<file path="src/rtl/secded_scrubber_if.sv">
// Shared memory-port bundle between the scrub controller, the host requester and the memory.
// Host handshake: host_req is the request and host_gnt is the grant; an access takes place in every cycle where both are high.
interface secded_scrubber_if #(
    parameter int ADDR_W = 8
);
    logic              host_req;
    logic              host_we;
    logic [ADDR_W-1:0] host_addr;
    logic              host_gnt;
    logic              mem_re;
    logic              mem_we;
    logic [ADDR_W-1:0] mem_addr;
    logic [12:0]       mem_wdata;
    logic [12:0]       mem_rdata;

    modport master (
        input  host_req, host_we, host_addr, mem_rdata,
        output host_gnt, mem_re, mem_we, mem_addr, mem_wdata
    );

    modport slave (
        output host_req, host_we, host_addr, mem_rdata,
        input  host_gnt, mem_re, mem_we, mem_addr, mem_wdata
    );
endinterface

</file>
<file path="src/rtl/secded_scrubber.sv">
// Background SECDED scrubber: walks the memory, corrects single-bit errors in place,
// reports uncorrectable words, and shares the port with a host under a starvation guard.
module secded_decoder (
    input  logic [12:0] code,
    output logic [12:0] corrected,
    output logic        correctable,
    output logic        uncorrectable
);
    logic [3:0] syn;
    logic       par_err;

    always_comb begin
        syn = 4'd0;
        for (int p = 1; p <= 12; p++) begin
            if (code[p]) syn = syn ^ 4'(p);
        end
        par_err       = ^code;
        // Syndrome 0 with a parity error means bit 0 itself flipped.
        corrected     = code ^ (13'd1 << syn);
        correctable   = par_err && (syn <= 4'd12);
        uncorrectable = (par_err && (syn > 4'd12)) || (!par_err && (syn != 4'd0));
    end
endmodule

module secded_scrubber #(
    parameter int ADDR_W       = 8,
    parameter int DEPTH        = 256,
    parameter int CNT_W        = 16,
    parameter int STARVE_LIMIT = 8
) (
    input  logic                    clock,
    input  logic                    reset,
    input  logic                    start,
    secded_scrubber_if.master       bus,
    output logic                    busy,
    output logic                    done,
    output logic                    err_valid,
    output logic                    err_uncorr,
    output logic [ADDR_W-1:0]       err_addr,
    output logic [CNT_W-1:0]        corr_count,
    output logic [CNT_W-1:0]        uncorr_count,
    output logic [2:0]              state_dbg
);
    typedef enum logic [2:0] {
        IDLE  = 3'd0,
        ISSUE = 3'd1,
        CHECK = 3'd2,
        WRITE = 3'd3,
        DONE  = 3'd4
    } state_t;

    localparam int SW = $clog2(STARVE_LIMIT + 1);
    localparam logic [ADDR_W-1:0] LAST_ADDR = ADDR_W'(DEPTH - 1);

    state_t            state, state_n;
    logic [ADDR_W-1:0] scrub_addr;
    logic [SW-1:0]     starve;
    logic [12:0]       corr_word;

    logic [12:0] dec_word;
    logic        dec_corr, dec_uncorr;

    logic contend, forced, scrub_port, hazard;
    logic clear, advance, inc_corr, inc_uncorr, ev, ev_uncorr;

    secded_decoder u_dec (
        .code          (bus.mem_rdata),
        .corrected     (dec_word),
        .correctable   (dec_corr),
        .uncorrectable (dec_uncorr)
    );

    // Arbitration: host wins unless the scrubber has been starved for STARVE_LIMIT cycles.
    always_comb begin
        contend      = (state == ISSUE) || (state == WRITE);
        forced       = contend && (starve == SW'(STARVE_LIMIT));
        bus.host_gnt = bus.host_req && !forced;
        scrub_port   = contend && !bus.host_gnt;
        hazard       = (state == WRITE) && bus.host_gnt && bus.host_we &&
                       (bus.host_addr == scrub_addr);
    end

    always_comb begin
        state_n    = state;
        clear      = 1'b0;
        advance    = 1'b0;
        inc_corr   = 1'b0;
        inc_uncorr = 1'b0;
        ev         = 1'b0;
        ev_uncorr  = 1'b0;
        case (state)
            IDLE:  if (start) begin
                       clear   = 1'b1;
                       state_n = ISSUE;
                   end
            ISSUE: if (scrub_port) state_n = CHECK;
            CHECK: begin
                if (dec_corr) begin
                    ev       = 1'b1;
                    inc_corr = 1'b1;
                    state_n  = WRITE;
                end else if (dec_uncorr) begin
                    ev         = 1'b1;
                    ev_uncorr  = 1'b1;
                    inc_uncorr = 1'b1;
                    advance    = 1'b1;
                end else begin
                    advance = 1'b1;
                end
            end
            WRITE: if (scrub_port || hazard) advance = 1'b1;
            DONE:  state_n = IDLE;
            default: state_n = IDLE;
        endcase
        if (advance) state_n = (scrub_addr == LAST_ADDR) ? DONE : ISSUE;
    end

    always_ff @(posedge clock) begin
        if (reset) begin
            state        <= IDLE;
            scrub_addr   <= '0;
            starve       <= '0;
            corr_word    <= '0;
            corr_count   <= '0;
            uncorr_count <= '0;
        end else begin
            state <= state_n;
            if (clear) begin
                scrub_addr   <= '0;
                corr_count   <= '0;
                uncorr_count <= '0;
            end else if (advance && (scrub_addr != LAST_ADDR)) begin
                scrub_addr <= scrub_addr + 1'b1;
            end
            if (scrub_port)                   starve <= '0;
            else if (contend && bus.host_gnt) starve <= starve + 1'b1;
            if (inc_corr) corr_word <= dec_word;
            if (inc_corr && (corr_count != {CNT_W{1'b1}}))
                corr_count <= corr_count + 1'b1;
            if (inc_uncorr && (uncorr_count != {CNT_W{1'b1}}))
                uncorr_count <= uncorr_count + 1'b1;
        end
    end

    // Strobes are masked during reset so an aborted pass never reaches the memory.
    always_comb begin
        if (bus.host_gnt) begin
            bus.mem_re   = !bus.host_we && !reset;
            bus.mem_we   = bus.host_we && !reset;
            bus.mem_addr = bus.host_addr;
        end else begin
            bus.mem_re   = (state == ISSUE) && !reset;
            bus.mem_we   = (state == WRITE) && !reset;
            bus.mem_addr = scrub_addr;
        end
        bus.mem_wdata = (state == WRITE) ? corr_word : 13'd0;
        busy          = (state == ISSUE) || (state == CHECK) || (state == WRITE);
        done          = (state == DONE) && !reset;
        err_valid     = ev && !reset;
        err_uncorr    = ev_uncorr && !reset;
        err_addr      = err_valid ? scrub_addr : '0;
        state_dbg     = state;
    end
endmodule

</file>
<file path="src/flat_wrapper.sv">
// flat-port wrapper written by rule: the top's interface ports become plain ports
module secded_scrubber_flat 
#(
    parameter int ADDR_W       = 8,
    parameter int DEPTH        = 256,
    parameter int CNT_W        = 16,
    parameter int STARVE_LIMIT = 8
)
  (clock, reset, start, busy, done, err_valid, err_uncorr, err_addr, corr_count, uncorr_count, state_dbg, bus_host_req, bus_host_we, bus_host_addr, bus_mem_rdata, bus_host_gnt, bus_mem_re, bus_mem_we, bus_mem_addr, bus_mem_wdata);
  secded_scrubber_if #(.ADDR_W(ADDR_W)) bus_i ();
  input  logic clock;
  input  logic reset;
  input  logic start;
  output logic busy;
  output logic done;
  output logic err_valid;
  output logic err_uncorr;
  output logic [ADDR_W-1:0] err_addr;
  output logic [CNT_W-1:0] corr_count;
  output logic [CNT_W-1:0] uncorr_count;
  output logic [2:0] state_dbg;
  input wire logic [$bits(bus_i.host_req)-1:0] bus_host_req;
  input wire logic [$bits(bus_i.host_we)-1:0] bus_host_we;
  input wire logic [$bits(bus_i.host_addr)-1:0] bus_host_addr;
  input wire logic [$bits(bus_i.mem_rdata)-1:0] bus_mem_rdata;
  output wire logic [$bits(bus_i.host_gnt)-1:0] bus_host_gnt;
  output wire logic [$bits(bus_i.mem_re)-1:0] bus_mem_re;
  output wire logic [$bits(bus_i.mem_we)-1:0] bus_mem_we;
  output wire logic [$bits(bus_i.mem_addr)-1:0] bus_mem_addr;
  output wire logic [$bits(bus_i.mem_wdata)-1:0] bus_mem_wdata;
  assign bus_i.host_req = bus_host_req;
  assign bus_i.host_we = bus_host_we;
  assign bus_i.host_addr = bus_host_addr;
  assign bus_i.mem_rdata = bus_mem_rdata;
  assign bus_host_gnt = bus_i.host_gnt;
  assign bus_mem_re = bus_i.mem_re;
  assign bus_mem_we = bus_i.mem_we;
  assign bus_mem_addr = bus_i.mem_addr;
  assign bus_mem_wdata = bus_i.mem_wdata;
  secded_scrubber #(.ADDR_W(ADDR_W), .DEPTH(DEPTH), .CNT_W(CNT_W), .STARVE_LIMIT(STARVE_LIMIT)) u_core (.clock(clock), .reset(reset), .start(start), .bus(bus_i), .busy(busy), .done(done), .err_valid(err_valid), .err_uncorr(err_uncorr), .err_addr(err_addr), .corr_count(corr_count), .uncorr_count(uncorr_count), .state_dbg(state_dbg));
endmodule
</file>
<file path="config.mk">
export PLATFORM = sky130hd
export DESIGN_NAME = secded_scrubber_flat
export DESIGN_NICKNAME = d
export VERILOG_FILES = /design/src/rtl/secded_scrubber_if.sv /design/src/rtl/secded_scrubber.sv /design/src/flat_wrapper.sv
export SDC_FILE = /design/constraint.sdc
export NUM_CORES = 1
export LEC_CHECK = 0
export BUFFER_PORTS_ARGS = -buffer_cell sky130_fd_sc_hd__buf_2
export CAP_MARGIN = 20
export CORE_MARGIN = 4
export CORE_UTILIZATION = 40
export CTS_BUF_LIST = sky130_fd_sc_hd__clkbuf_8
export CTS_CLUSTER_DIAMETER = 200
export CTS_CLUSTER_SIZE = 8
export DETAILED_ROUTE_END_ITERATION = 8
export PLACE_DENSITY = 0.65
export SLEW_MARGIN = 20
export SYNTH_ARGS = -nofsm -noshare
export SYNTH_HDL_FRONTEND = slang
export SYNTH_SLANG_ARGS = --single-unit
</file>
<file path="constraint.sdc">
create_clock -name clock -period 2.7 [get_ports clock]
set_clock_uncertainty 0.2 [all_clocks]
set_input_delay 0.27 -clock clock [delete_from_list [all_inputs] [get_ports clock]]
set_output_delay 0.27 -clock clock [all_outputs]
set_load 0.05 [all_outputs]
</file>
==> flow_summary_export.csv, run 1 <==
group,metric,value,unit
run_status,status,"completed",
finish,layout-drive-gt1-share,35.68,%
setup_path,critPathMaxFanout,6,
logic_synthesis,yosys.area_share.adder,1.608,%
grt,grtUsageTotal,19.73,%
route,ant_nets,0,
route,via_per_inst,5.351,
grt,grt.overflow.total,0,
power,cellLeakagePower,2.435,nW
flow_run,maxCapViolCount,0,
grt,met1_usage,25.05,%
die,core,9371,um2
route,finalWirelength,11.22,mm
grt,grt_busiest_layer,"met2",
grt,first_global_vias,3751,
placement,place.detailed.hpwl,8.327,mm
grt,grt_pass1_wl,18.28,mm
die,initial_core_util,41.51,%
logic_synthesis,syn_avg_cell_area,8.294,um2
logic_synthesis,synth-simple-area-share,27.57,%
logic_synthesis,synthMuxAreaShare,5.725,%
clock_network,cts.htree.levels,3,
sta,maxSlewHeadroom,53.04,%
setup_path,required,2.23,ns
sta,clock.fmax,0.3833,GHz
clock_network,clk_pin_slew,0.08,ns
setup_path,crit_path_start_kind,"input pin",
power,power.total,2.574,mW
grt,antenna_found_initial,0,
finish,fillers,883,
sta,finalCritPeriodShare,96.62,%
power,powerDensity,479.5,nW/um2
die,fp.dieH,106.6,um
grt,grt_use_met2,33.41,%
die,ios,97,
setup_path,path_class,"input pin to primary output",
logic_synthesis,synth-seq-cells,60,
grt,grt_max_degree,34,
finish,areaGrowthSynthToFinish,37.99,%
logic_synthesis,ys_seq_area_share,30.88,%
die,die-area,11370,um2
finish,antennaDiodeCount,0,
logic_synthesis,ys.flop_type,"dfxtp_1",
route,drt-initial-drc-count,213,
clock_network,clkSinkCount,60,
logic_synthesis,synth-edff-count,0,
logic_synthesis,synth-compound-area-share,15.83,%
placement,port_buffers,96,
sta,slew_violations,0,
logic_synthesis,synth-xor-area-share,14.31,%
logic_synthesis,synthCells,469,
route,drt-pass1-iter-count,5,
finish,nNetsFinal,652,
route,drc_errors,0,
setup_path,critical_path_arrival,2.14,ns
logic_synthesis,syn_area,3890,um2
sta,worst_pin_slew,0.6990,ns
logic_synthesis,synth_top_family_by_area,"simple AND/OR/NAND/NOR gates",
finish,final_core_util,57.28,%
grt,grt_util_met3,4.877,%
route,vias,4035,
setup_path,cp-end-kind,"primary output",
clock_network,cts_root_buf,"clkbuf_8",
min_path,hold_class,"input pin to register",
sta,hold_viol,0,
logic_synthesis,syn_nets,500,
logic_synthesis,async_reset_ff_share,0,%
clock_network,clk_path_buf_depth,2,
route,wl_per_cell,14.88,um
sta,post-route-min-period,2.609,ns
logic_synthesis,yosys.cell_types.count,61,
die,die_w,106.6,um
power,ir_drop,0.1973,mV
sta,setup_viol,0,
sta,rsz0062_at_grt,"false",
clock_network,cts_buffers,9,
placement,place_congestion,0.8467,
logic_synthesis,yosys_warnings,0,
die,rows,35,
clock_network,clk_latency,0.35,ns
clock_network,tritoncts,"built",
==> repair_timing <==
action,CTS,global route
hold buffers,0,0
cloned,1,1
buffers inserted,2,4
endpoints found under the hold margin,0,0
resized for setup,10,35
pin swaps,1,10
endpoints found under the setup margin,10,29
==> final timing paths <==
kind                                          start                                 to  slack [ns]  depth (start not counted)
hold / removal                                start   u_core.state_dbg[0]$_SDFFE_PP0P_        0.12                          3
setup / recovery                  bus_mem_rdata[11]                        err_addr[7]        0.09                          8
setup reg to reg  u_core.scrub_addr[6]$_SDFFE_PP0P_  u_core.scrub_addr[3]$_SDFFE_PP0P_        0.12                          8
hold reg to reg       u_core.starve[1]$_SDFFE_PP0P_      u_core.starve[1]$_SDFFE_PP0P_        0.29                          2
==> cell type report <==
cell class / count / area (um2) / area share, %
clock inverter: 5 / 28.78 / 0.5361
sequential: 60 / 1201 / 22.38
clock buffer: 10 / 137.6 / 2.564
tap: 129 / 161.4 / 3.007
timing repair buffer: 160 / 1056 / 19.67
inverter: 12 / 45.04 / 0.8392
multi-input combinational: 378 / 2738 / 51.00
==> state kept, by name (all words and copies together) (netlist names) <==
register             flops
u_core.uncorr_count     16
u_core.state_dbg         3
u_core.corr_count       16
u_core.corr_word        13
u_core.starve            4
u_core.scrub_addr        8
==> routing by layer <==
metal | vias to the layer above | part of all wire (%) | routed length, um
li1 | 2002 | - | -
met1 | 1895 | 44 | 4984
met2 | 123 | 48 | 5408
met3 | 15 | 5.8 | 651
met4 | 0 | 1.6 | 177
met5 | - | 0 | 0
==> through the flow <==
stage                     cells  setup TNS, ns  hold WS (ns)  setup slack, ns  instance area, um2
final                       754              0        0.1189          0.09136                5368
after global routing        754              0        0.1376         0.009914                5368
after CTS                   749      -0.009534       0.09857        -0.006330                5205
after detailed placement    731         -8.082        0.2806          -0.2935                4980
after global placement      731         -4.118        0.2700          -0.1645                4980
after floorplan             469        -0.1131        0.2505         -0.02351                4011
==> critical path: stages <==
cell and delay (ns):
buf_4 0.14, xnor2_4 0.15, xnor3_2 0.51, o2111ai_4 0.24, o211ai_4 0.18, a31oi_4 0.29, and2_4 0.20, buf_8 0.14
==> Yosys cell counts (all sizes together), types with 2 or more instances <==
library cell | n | area (um2)
buf | 11 | 80.08
or3 | 10 | 62.56
nand3 | 33 | 170.2
o31ai | 5 | 37.54
o211ai | 2 | 20.02
xnor3 | 7 | 158.9
a21o | 6 | 45.04
nor3 | 10 | 50.05
a221o | 4 | 40.04
a2111oi | 2 | 17.52
o21ai | 17 | 85.08
nor2b | 2 | 12.51
and3 | 27 | 168.9
a211oi | 6 | 45.04
mux2i | 11 | 110.1
a22oi | 2 | 20.02
a21oi | 24 | 120.1
nand2b | 2 | 12.51
nand2 | 40 | 150.1
nand4 | 8 | 50.05
inv | 12 | 45.04
a211o | 8 | 70.07
xnor2 | 24 | 225.2
xor2 | 17 | 148.9
ha | 5 | 62.56
nor2 | 53 | 209.0
a22o | 3 | 26.28
and2 | 11 | 68.82
nor3b | 4 | 35.03
dfxtp | 60 | 1201
or4 | 3 | 22.52
nor4 | 4 | 25.02
mux2 | 10 | 112.6
clkbuf | 9 | 33.78
or2 | 3 | 18.77
==> layout by cell type, fill, tap and decap left out, types with 9 or more instances in the layout <==
cell type  instances
clkbuf_8          10
xor2_1            17
xnor2_1           17
nand2_1           40
and2_4             9
a21oi_1           23
nor3_1            10
buf_4             65
buf_2             81
or3_1             10
and3_1            27
inv_1             12
mux2i_1           11
mux2_2            10
dfxtp_1           60
o21ai_0           16
nor2_1            48
nand3_1           32
==> where the power goes <==
| group | internal [mW] | switching [mW] |
|---|---|---|
| logic | 0.432 | 0.505 |
| clock network | 0.348 | 0.372 |
| registers | 0.902 | 0.0149 |
| total | 1.68 | 0.892 |
==> logic make-up after synthesis <==
kind of cell               after synthesis
xor gates and xnor gates                49
and+or+nand+nor                        212
buffers and inverters                   32
muxes                                   21
AOI/OAI and AO/OA                       90
adders and majority gates                5
DFF                                     60
Power figures use the tool's default switching activity.
==> run 2: changes to the inputs <==
PLACE_DENSITY = unset   (was 0.65)
PLACE_DENSITY_LB_ADDON = 0.05   (was unset)
==> flow_summary_export.csv, run 2 (synthesis results as in run 1) <==
group,metric,value,unit
setup_path,crit_path_start_kind,"input pin",
die,die_w,106.6,um
sta,hold_viol,0,
power,power_switching,881.2,uW
setup_path,path_class,"input pin to primary output",
route,ant_nets,0,
sta,setup_slack,0.06271,ns
setup_path,crit_path_top_delay_cell,"xnor3_2",
clock_network,tritoncts,"built",
route,via_per_inst,5.239,
grt,met1_usage,25.05,%
clock_network,clk_path_buf_depth,2,
finish,final_common_cell,"buf_2",
route,drt-initial-drc-count,176,
placement,port_buffers,96,
placement,dp_slack,-0.1497,ns
power,powerDensity,475.7,nW/um2
die,initial_core_util,41.51,%
sta,timing.setup.tns,0,ns
setup_path,max_stage_delay,0.50,ns
setup_path,required,2.23,ns
sta,clock.fmax,0.3792,GHz
clock_network,cts_hold_buf,0,
grt,grt_max_degree,34,
finish,antennaDiodeCount,0,
sta,worst_pin_slew,0.5610,ns
clock_network,cts_root_buf,"clkbuf_8",
die,core,9371,um2
finish,largest_registers,"u_core.corr_count: 16 flops, u_core.uncorr_count: 16 flops, u_core.corr_word: 13 flops",
finish,areaGrowthSynthToFinish,39.82,%
route,wl_per_cell,14.63,um
grt,grt_use_met2,32.10,%
setup_path,cp-end-kind,"primary output",
sta,setup_viol,0,
grt,grtUsageTotal,19.14,%
run_status,status,"completed",
sta,slew_violations,0,
min_path,hold_class,"input pin to register",
finish,layout_common_cells,"buf_2, buf_4, dfxtp_1, nor2_1, nand2_1",
route,drc_errors,0,
die,die-area,11370,um2
sta,finalCritPeriodShare,97.68,%
grt,grt_util_met3,4.576,%
placement,place_congestion,0.8884,
grt,grt_busiest_layer,"met2",
power,cellLeakagePower,2.467,nW
power,comb_power_share,33.1,%
power,ir_drop,0.2268,mV
route,finalWirelength,11.02,mm
sta,holdWs,0.1253,ns
grt,grt.overflow.total,0,
finish,layout-drive-gt1-share,36.06,%
power,p_int,1.706,mW
grt,antenna_found_initial,0,
setup_path,crit_chain,"buf_2 > xnor2_2 > buf_4 > xnor3_2 > o2111ai_4 > o211ai_4 > buf_4 > buf_4 > nand2_1 > nor2_1 > buf_6",
clock_network,clk_latency,0.35,ns
clock_network,cts_buffers,9,
sta,maxSlewHeadroom,62.60,%
die,rows,35,
power,swShare,34.06,%
route,vias,3945,
route,drt-pass1-iter-count,7,
setup_path,critPathMaxFanout,7,
clock_network,cts.htree.levels,3,
clock_network,clk_pin_slew,0.07,ns
sta,rsz0062_at_grt,"true",
clock_network,clkSinkCount,60,
grt,grt_pass1_wl,18.00,mm
power,clkPwrFrac,31.5,%
die,fp.dieH,106.6,um
setup_path,critPathMostFrequentCell,"buf_4",
grt,first_global_vias,3763,
setup_path,critical_path_arrival,2.17,ns
placement,place.detailed.hpwl,8.154,mm
flow_run,maxCapViolCount,0,
die,ios,97,
power,p_seq_share,35.4,%
finish,nNetsFinal,650,
sta,post-route-min-period,2.637,ns
==> run 2: stage by stage <==
step | util, % | power, mW | instances | cell area (um2)
final | 58.04 | 2.587 | 753 | 5439
after global routing | 58.04 | 2.715 | 753 | 5439
after CTS | 56.24 | 2.560 | 752 | 5270
after detailed placement | 53.73 | 1.738 | 735 | 5035
after floorplan | - | 1.470 | 469 | 4011
after global placement | 53.73 | 1.732 | 735 | 5035
==> run 2: cell type report <==
class,count,area (um2)
inverter,12,45.04
multi-input combinational,377,2730
sequential,60,1202
fill,924,3933
timing repair buffer,159,1109
tap,129,161.4
clock inverter,7,67.56
clock buffer,9,123.9
==> run 2: worst max-delay path: cells and delay by family <==
kind / cells / cell delay, ns
buffers and inverters: 5 / 0.75
XOR/XNOR: 2 / 0.63
AO/OA/AOI/OAI: 2 / 0.39
AND/OR/NAND/NOR: 2 / 0.13
==> run 2: power groups by stage <==
stage	combinational [mW]	sequential (mW)	clock [mW]
after floorplan	0.520	0.950	0
final	0.855	0.917	0.815
after detailed placement	0.801	0.937	0
after global placement	0.796	0.936	0
after global routing	0.921	0.920	0.874
after CTS	0.813	0.917	0.831
==> run 2: final timing paths <==
path,endpoint,depth (start not counted),slack [ns],startpoint
hold / removal,u_core.state_dbg[0]$_SDFFE_PP0P_,3,0.13,start
hold reg to reg,u_core.corr_word[1]$_SDFFE_PP0P_,2,0.30,u_core.corr_word[1]$_SDFFE_PP0P_
setup reg to reg,u_core.uncorr_count[14]$_SDFFE_PP0P_,8,0.16,u_core.uncorr_count[1]$_SDFFE_PP0P_
setup / recovery,err_uncorr,11,0.06,bus_mem_rdata[1]
==> run 2: metal layers <==
layer	vias to the layer above	part of all wire, %
met3	11	5.8
met1	1856	46
met4	0	1.1
met2	101	47
met5	-	0
li1	1977	-
==> run 2: timing repair <==
action | in CTS | in global routing
setup buffers | 0 | 1
gates cloned | 1 | 0
resized for setup | 14 | 46
pin swaps | 0 | 4
setup endpoints to repair | 17 | 23
==> run 3: changes to the inputs <==
CELL_PAD_IN_SITES_DETAIL_PLACEMENT = 0   (was unset)
CELL_PAD_IN_SITES_GLOBAL_PLACEMENT = 2   (was unset)
CORE_UTILIZATION = 29   (was 40)
SETUP_SLACK_MARGIN = 0.2   (was unset)
==> flow_summary_export.csv, run 3 (synthesis results as in run 1) <==
group,metric,value,unit
power,comb_power_share,36.5,%
min_path,whs_path_depth,3,
finish,final_common_cell,"buf_4",
die,rows,42,
finish,fin_cells,825,
route,wl_per_cell,15.18,um
power,cellLeakagePower,2.704,nW
placement,place.detailed.hpwl,9.176,mm
setup_path,critical_path_arrival,2.14,ns
min_path,min_from,"start",
route,drt-pass1-iter-count,4,
clock_network,cts.htree.levels,3,
finish,final_core_util,46.03,%
setup_path,rrSetupSlack,0.24,ns
route,finalWirelength,12.52,mm
die,die_w,123.8,um
power,clkPwrFrac,32.3,%
sta,hold_viol,0,
min_path,hold_class,"input pin to register",
sta,slew_violations,0,
clock_network,cts_buffers,9,
sta,holdWs,0.1030,ns
route,via_per_inst,4.890,
grt,grt.overflow.total,0,
route,ant_nets,0,
sta,finalCritPeriodShare,96.82,%
sta,setup_viol,0,
sta,timing.setup.tns,0,ns
sta,worst_pin_slew,0.4746,ns
power,ir_drop,0.4008,mV
finish,nNetsFinal,676,
setup_path,critPathMaxFanout,9,
clock_network,clk_latency,0.35,ns
die,core,13190,um2
grt,grtUsageTotal,16.47,%
clock_network,cts_hold_buf,0,
die,initial_core_util,29.49,%
grt,antenna_found_initial,0,
sta,post-route-min-period,2.614,ns
clock_network,tritoncts,"built",
clock_network,clkSinkCount,60,
power,p_int,1.997,mW
finish,fillers,1308,
run_status,status,"completed",
route,drc_errors,0,
setup_path,cp-startpoint,"bus_mem_rdata[6]",
setup_path,rr_endpoint,"u_core.scrub_addr[6]$_SDFFE_PP0P_",
placement,placed_area,5152,um2
finish,fin_area,6071,um2
die,ios,97,
grt,grt_max_degree,34,
clock_network,cts_root_buf,"clkbuf_8",
clock_network,clk_pin_slew,0.07,ns
route,drt-initial-drc-count,214,
placement,place_inst,789,
finish,areaGrowthSynthToFinish,56.06,%
finish,antennaDiodeCount,0,
die,fp.dieH,123.8,um
flow_run,maxCapViolCount,0,
finish,layout-drive-gt1-share,44.68,%
power,swShare,32.11,%
min_path,worstHoldEndpoint,"u_core.state_dbg[0]$_SDFFE_PP0P_",
placement,place_congestion,0.7973,
finish,layout_common_cells,"buf_4, buf_2, dfxtp_1, nor2_1, nand2_1",
die,die-area,15330,um2
setup_path,crit_path_start_kind,"input pin",
setup_path,cp-end-kind,"primary output",
finish,largest_registers,"u_core.corr_count: 16 flops, u_core.uncorr_count: 16 flops, u_core.corr_word: 13 flops",
sta,maxSlewHeadroom,68.24,%
setup_path,r2r-start,"u_core.scrub_addr[0]$_SDFFE_PP0P_",
power,powerDensity,484.4,nW/um2
grt,first_global_vias,3796,
grt,grt_pass1_wl,19.62,mm
power,power_switching,944.3,uW
setup_path,required,2.23,ns
route,vias,4034,
setup_path,r2r_cells,8,
placement,port_buffers,96,
setup_path,path_class,"input pin to primary output",
clock_network,clk_path_buf_depth,2,
sta,clock.fmax,0.3825,GHz
sta,rsz0062_at_grt,"true",
power,p_seq_share,31.2,%
==> run 3: cell types whose count changed in the layout (fill, tap and decap cells not counted), sizes merged <==
cell / before / now
clkinv: 2 / 1
buf: 159 / 185
bufinv: 1 / 2
clkinvlp: 2 / 1
inv: 14 / 12
clkbuf: 9 / 11
==> run 3: power groups by stage <==
stage                     sequential, mW  clock [mW]  combinational [mW]
after detailed placement           0.940           0               0.804
after global routing               0.921        1.03                1.14
final                              0.918       0.950                1.07
after floorplan                    0.951           0               0.523
after CTS                          0.920       0.990               0.944
after global placement             0.939           0               0.798
==> run 3: per-layer routing <==
layer  global-route usage (%)  wire, um
met5                        0         0
met4                    3.806       129
met3                    4.768       527
met2                    26.70      5955
met1                    21.66      5911
==> run 3: worst max path at each step <==
stage / end / slack, ns / cells after the start
3_3_place_gp: u_core.corr_count[9]$_SDFFE_PP0P_ / -0.18 / 10
2_1_floorplan: err_addr[0] / -0.02 / 7
6_report: err_addr[5] / 0.09 / 10
3_5_place_dp: u_core.corr_count[7]$_SDFFE_PP0P_ / -0.23 / 10
5_1_grt: err_addr[6] / 0.01 / 9
4_1_cts: err_addr[6] / 0.07 / 10
==> run 3: timing repair <==
item	CTS	global route
setup endpoints to repair	32	60
cloned	3	1
gates resized for setup	70	79
setup buffers	6	11
pin swaps	10	29
==> run 3: cell type report <==
type                            instances  area [um2]  share of cell area, %
Inverter                               12       45.04                 0.7420
Timing Repair Buffer                  185        1439                  23.70
Multi-Input combinational cell        377        2929                  48.25
Tap cell                              176       220.2                  3.627
Clock buffer                           11       151.4                  2.494
Sequential cell                        60        1214                  19.99
Clock inverter                          4       72.57                  1.195
==> run 3: metrics by stage <==
stage          power (mW)  setup slack [ns]
4_1_cts             2.854           0.06869
3_3_place_gp        1.737           -0.1765
5_1_grt             3.093           0.01015
6_report            2.941           0.08590
2_1_floorplan       1.474          -0.02351
3_5_place_dp        1.744           -0.2258
==> run 3: critical path, stage by stage <==
cell and delay [ns]:
buf_2 0.15, xnor2_2 0.16, xnor3_2 0.53, nor2_4 0.18
buf_4 0.13, buf_4 0.15, a31oi_4 0.10, buf_12 0.16
and2_4 0.16, buf_8 0.14
